$ cat src/rtl/fetch_stage_pkg.sv
// Shared widths, reset defaults and state encoding for the instruction-fetch stage.
package fetch_stage_pkg;

   localparam int unsigned PC_W     = 16;
   localparam int unsigned INSTR_W  = 16;
   localparam int unsigned OPCODE_W = 4;
   localparam int unsigned COUNT_W  = 16;

   localparam logic [PC_W-1:0]     RESET_PC_DEF    = 16'h0000;
   localparam logic [OPCODE_W-1:0] HALT_OPCODE_DEF = 4'b1111;

   typedef enum logic {
      ST_RUN  = 1'b0,
      ST_HALT = 1'b1
   } fetch_state_e;

endpackage

$ cat src/rtl/fetch_stage_if_id_reg.sv
// IF/ID pipeline register: reset clears everything, flush drops only valid,
// hold freezes the slot, otherwise load captures or the slot becomes a bubble.
module fetch_stage_if_id_reg
   import fetch_stage_pkg::*;
#(
   parameter int unsigned PC_WIDTH    = PC_W,
   parameter int unsigned INSTR_WIDTH = INSTR_W
) (
   input  logic                   clk,
   input  logic                   rst,
   input  logic                   flush,
   input  logic                   hold,
   input  logic                   load,
   input  logic [INSTR_WIDTH-1:0] next_instr,
   input  logic [PC_WIDTH-1:0]    next_pc,
   input  logic [PC_WIDTH-1:0]    next_pc_plus2,
   output logic                   valid,
   output logic [INSTR_WIDTH-1:0] instr,
   output logic [PC_WIDTH-1:0]    pc,
   output logic [PC_WIDTH-1:0]    pc_plus2
);

   always_ff @(posedge clk) begin
      if (rst) begin
         valid    <= 1'b0;
         instr    <= '0;
         pc       <= '0;
         pc_plus2 <= '0;
      end else if (flush) begin
         valid <= 1'b0;
      end else if (!hold) begin
         if (load) begin
            valid    <= 1'b1;
            instr    <= next_instr;
            pc       <= next_pc;
            pc_plus2 <= next_pc_plus2;
         end else begin
            valid <= 1'b0;
         end
      end
   end

endmodule

$ cat src/rtl/fetch_stage.sv
// Instruction-fetch stage: owns the PC, the RUN/HALT state and the fetch counter,
// and feeds the IF/ID register from the combinational instruction memory.
module fetch_stage
   import fetch_stage_pkg::*;
#(
   parameter int unsigned          PC_WIDTH    = PC_W,
   parameter int unsigned          INSTR_WIDTH = INSTR_W,
   parameter logic [PC_WIDTH-1:0]  RESET_PC    = RESET_PC_DEF,
   parameter logic [OPCODE_W-1:0]  HALT_OPCODE = HALT_OPCODE_DEF
) (
   input  logic                   clk,
   input  logic                   rst,
   output logic [PC_WIDTH-1:0]    imem_pc,
   input  logic [INSTR_WIDTH-1:0] imem_instr,
   input  logic                   stall,
   input  logic                   redirect_valid,
   input  logic [PC_WIDTH-1:0]    redirect_pc,
   output logic                   ifid_valid,
   output logic [INSTR_WIDTH-1:0] ifid_instr,
   output logic [PC_WIDTH-1:0]    ifid_pc,
   output logic [PC_WIDTH-1:0]    ifid_pc_plus2,
   output logic                   halted,
   output logic [COUNT_W-1:0]     fetch_count
);

   fetch_state_e          state_q;
   logic [PC_WIDTH-1:0]   pc_q;
   logic [PC_WIDTH-1:0]   pc_next_seq;
   logic [COUNT_W-1:0]    count_q;
   logic                  is_halt_op;
   logic                  in_run;

   assign pc_next_seq = pc_q + PC_WIDTH'(2);
   assign is_halt_op  = (imem_instr[INSTR_WIDTH-1 -: OPCODE_W] == HALT_OPCODE);
   assign in_run      = (state_q == ST_RUN);

   assign imem_pc     = pc_q;
   assign halted      = (state_q == ST_HALT);
   assign fetch_count = count_q;

   // PC, state and counter; priority rst > redirect > stall > state action
   always_ff @(posedge clk) begin
      if (rst) begin
         pc_q    <= RESET_PC;
         state_q <= ST_RUN;
         count_q <= '0;
      end else if (redirect_valid) begin
         pc_q    <= {redirect_pc[PC_WIDTH-1:1], 1'b0};
         state_q <= ST_RUN;
      end else if (!stall) begin
         case (state_q)
            ST_RUN: begin
               if (count_q != '1) begin
                  count_q <= count_q + COUNT_W'(1);
               end
               if (is_halt_op) begin
                  state_q <= ST_HALT;
               end else begin
                  pc_q <= pc_next_seq;
               end
            end
            ST_HALT: begin
               state_q <= ST_HALT;
            end
            default: begin
               state_q <= ST_RUN;
            end
         endcase
      end
   end

   fetch_stage_if_id_reg #(
      .PC_WIDTH    (PC_WIDTH),
      .INSTR_WIDTH (INSTR_WIDTH)
   ) u_if_id_reg (
      .clk           (clk),
      .rst           (rst),
      .flush         (redirect_valid),
      .hold          (stall),
      .load          (in_run),
      .next_instr    (imem_instr),
      .next_pc       (pc_q),
      .next_pc_plus2 (pc_next_seq),
      .valid         (ifid_valid),
      .instr         (ifid_instr),
      .pc            (ifid_pc),
      .pc_plus2      (ifid_pc_plus2)
   );

endmodule

$ cat config.mk
export PLATFORM = sky130hd
export DESIGN_NAME = fetch_stage
export DESIGN_NICKNAME = d
export VERILOG_FILES = /design/src/rtl/fetch_stage_pkg.sv /design/src/rtl/fetch_stage_if_id_reg.sv /design/src/rtl/fetch_stage.sv
export SDC_FILE = /design/constraint.sdc
export NUM_CORES = 1
export LEC_CHECK = 0
export ABC_AREA = 1
export BUFFER_PORTS_ARGS = -buffer_cell sky130_fd_sc_hd__buf_2
export CORE_MARGIN = 3
export CORE_UTILIZATION = 45
export DETAILED_ROUTE_END_ITERATION = 8
export PLACE_DENSITY = 0.67
export RECOVER_POWER = 100
export SLEW_MARGIN = 40
export SYNTH_ARGS = -nofsm -noshare
export SYNTH_HDL_FRONTEND = slang
export SYNTH_HIERARCHICAL = 1
export SYNTH_SLANG_ARGS = --single-unit
$ cat constraint.sdc
create_clock -name clk -period 2.2 [get_ports clk]
set_input_delay 0 -clock clk [delete_from_list [all_inputs] [get_ports clk]]
set_output_delay 0 -clock clk [all_outputs]
set_load 0.02 [all_outputs]
==> impl_metrics.csv <==
group,metric,value,unit
status,status,"finished clean",
floorplan,die-area,0.0106,mm²
routing,wire_per_inst,12.9,µm
global_routing,grt.total_usage,0.217,
yosys,synth.cell_area,0.00423,mm²
placement,routabilityCongestion,0.859,
floorplan,initial_utilization,0.474,
worst_setup_path,crit-reg2reg-launch,"fetch_count[1]",
worst_setup_path,startpoint,"fetch_count[1]",
routing,firstDrtPassIters,7,
floorplan,core,0.00893,mm²
worst_setup_path,crit_arrival,2.06,ns
routing,drc,0,
sta,worstMarginPinSlew,0.846,ns
cts,h-tree-depth,3,
worst_hold_path,holdCritPathClass,"in2reg",
sta,fmax,544,MHz
cells_and_area,utilization,0.584,
sta,setup_viol,0,
yosys,yosysWarnings,6,
cts,clk_pin_slew,0.08,ns
worst_setup_path,critPathMaxFanout,15,
cts,cts_tree,"done",
placement,io_buffer_count,115,
routing,dr.first_iter.drc_count,132,
placement,placed_area,0.00484,mm²
cells_and_area,area_growth,23.2,%
worst_setup_path,slowest_stage,"dfxtp_1",
cts,clk_latency,0.35,ns
yosys,syn_area_per_cell,6.44,µm²
sta,rsz0062_at_grt,"no",
routing,num_vias,4502,
cells_and_area,mostFrequentLayoutCells,"nand2_1, nor2_1, clkbuf_1",
cells_and_area,fin_nets,821,
routing,ant_nets,0,
worst_setup_path,end_kind,"register",
cells_and_area,mostFrequentLayoutCell,"nand2_1",
power,leakage,2.22,nW
worst_setup_path,timing.rr.end,"fetch_count[13]",
power,fin_total_pwr,3.30,mW
worst_setup_path,cpMostUsedCell,"nand2_1",
sta,hold_viol_final,0,
routing,viasPerCell,5.02,
cts,cts_root_buf,"clkbuf_8",
yosys,synthDistinctLibCells,30,
cells_and_area,fin_area,0.00522,mm²
worst_setup_path,reg2regPathDepth,8,
sta,fin_skew,0.00965,ns
floorplan,design.portCount,118,
cts,clkSinkCount,81,
sta,period_needed,1.84,ns
power,irDropWorstVdd,0.000295,V
sta,post-route-period-util,0.835,
power,power_density,633,mW/mm²
sta,tns,0,ns
worst_setup_path,worstPathRequired,2.42,ns
yosys,synthCells,657,
cells_and_area,n_antenna_cell,0,
sta,relSlewSlack,0.435,
global_routing,grt_pass1_vias,4144,
worst_setup_path,critPathKind,"reg2reg",
global_routing,grt_pass1_wl,18.5,mm
yosys,ys_seq_area_frac,0.383,
worst_setup_path,start_kind,"register",
cells_and_area,drive_gt1_frac,0.0825,
floorplan,core.rowCount,34,
global_routing,overflow,0,
worst_setup_path,slowest_delay,0.41,ns
cts,cts_buffers,9,
yosys,ys_ff_latch,81,
sta,maxSlewViolCount,0,
placement,dp_hpwl,7.85,mm
floorplan,die_x,103,µm
global_routing,antenna_found_initial,0,
worst_setup_path,crit_chain,"ha_1 -> nand2_1 -> nor2_4 -> nand4_4 -> nand2_4 -> inv_1 -> nand2_1 -> a21oi_1",
worst_setup_path,crit_end,"fetch_count[13]",
flow_run,maxCapViolations,0,
floorplan,die_y,103,µm
cts,cts.path.max_buffers,2,
routing,drt-total-wl,11.5,mm
worst_setup_path,rrSetupSlack,0.36,ns
global_routing,grt_max_degree,97,
-- per-layer routing --
metal  share of wire  global-route usage  up-vias
met2            0.47               0.382      115
met5               0                   0        -
met3           0.057              0.0460        8
met1            0.46               0.268     2055
met4          0.0085              0.0588        0
li1                -                   -     2324
-- power breakdown --
part	leakage [nW]	internal [mW]	switching (mW)
clock	0.105	0.616	0.541
combinational	1.45	0.191	0.345
sequential	0.665	1.54	0.0650
-- stage by stage --
step	hold slack, ns	worst slack [ns]	std cells
after CTS	0.00320	0.407	896
after floorplan	0.143	0.535	659
after global placement	0.284	0.469	852
after global routing	0.0197	0.154	896
after detailed placement	0.287	0.406	852
final	0.0121	0.362	896
-- flip-flops by register name, indices dropped and copies added (netlist names) --
| register | flops |
|---|---|
| fetch_count | 16 |
| halted | 1 |
| imem_pc | 15 |
| u_if_id_reg/instr | 16 |
| u_if_id_reg/pc | 16 |
| u_if_id_reg/pc_plus2 | 16 |
| u_if_id_reg/valid | 1 |
-- critical path, delay by kind of cell (launching register included) --
kind                     cells  cell delay (ns)
AO/OA/AOI/OAI                1             0.06
buffers and inverters        1             0.14
flip-flops                   1             0.41
AND/OR/NAND/NOR              5             0.89
adder cells (fa/ha/maj)      1             0.21
-- worst min-delay path by stage --
stage / slack, ns / cells past startpoint / from / end
3_3_place_gp: 0.28 / 3 / redirect_pc[3] / imem_pc[3]
4_1_cts: 0.003 / 5 / redirect_pc[11] / imem_pc[11]
2_1_floorplan: 0.14 / 2 / stall / u_if_id_reg/valid
5_1_grt: 0.02 / 5 / redirect_pc[13] / imem_pc[13]
6_report: 0.01 / 5 / redirect_pc[13] / imem_pc[13]
3_5_place_dp: 0.29 / 3 / redirect_pc[3] / imem_pc[3]
-- area by class of cell --
cell class	count	area (µm²)
clock buffer	12	165
tap	108	135
clock inverter	4	50.0
sequential	81	1620
fill	924	3720
inverter	85	319
multi-input combinational	456	2100
timing repair buffer	150	825
-- cells by family after synthesis --
logic type / synth area share
simple gates: 0.361
other cells: 0.000886
xor+xnor: 0.0186
flops: 0.383
buf+inv: 0.121
fa+ha+maj: 0.00591
compound gates: 0.110
-- Yosys cell counts, drive strengths merged --
cell type    n  area, µm²
nor3         1       10.0
a31oi        6       37.5
o21ai       14       70.1
or2          1       6.26
nand4       13       96.3
nor2        97        387
dfxtp       81       1620
xnor2        3       26.3
nand3       81        405
nand2      155        592
ha           2       25.0
and2         3       18.8
clkinv       2       7.51
xor2         6       52.6
buf         21        131
clkbuf      16       60.1
inv         83        312
conb         1       3.75
nand3b       2       15.0
a21oi       69        357
-- timing repair --
item	in CTS	in global routing
hold buffers	28	0
gates resized for setup	0	0
buffers inserted	0	0
endpoints found under the hold margin	28	0
Power figures use the tool's default switching activity.
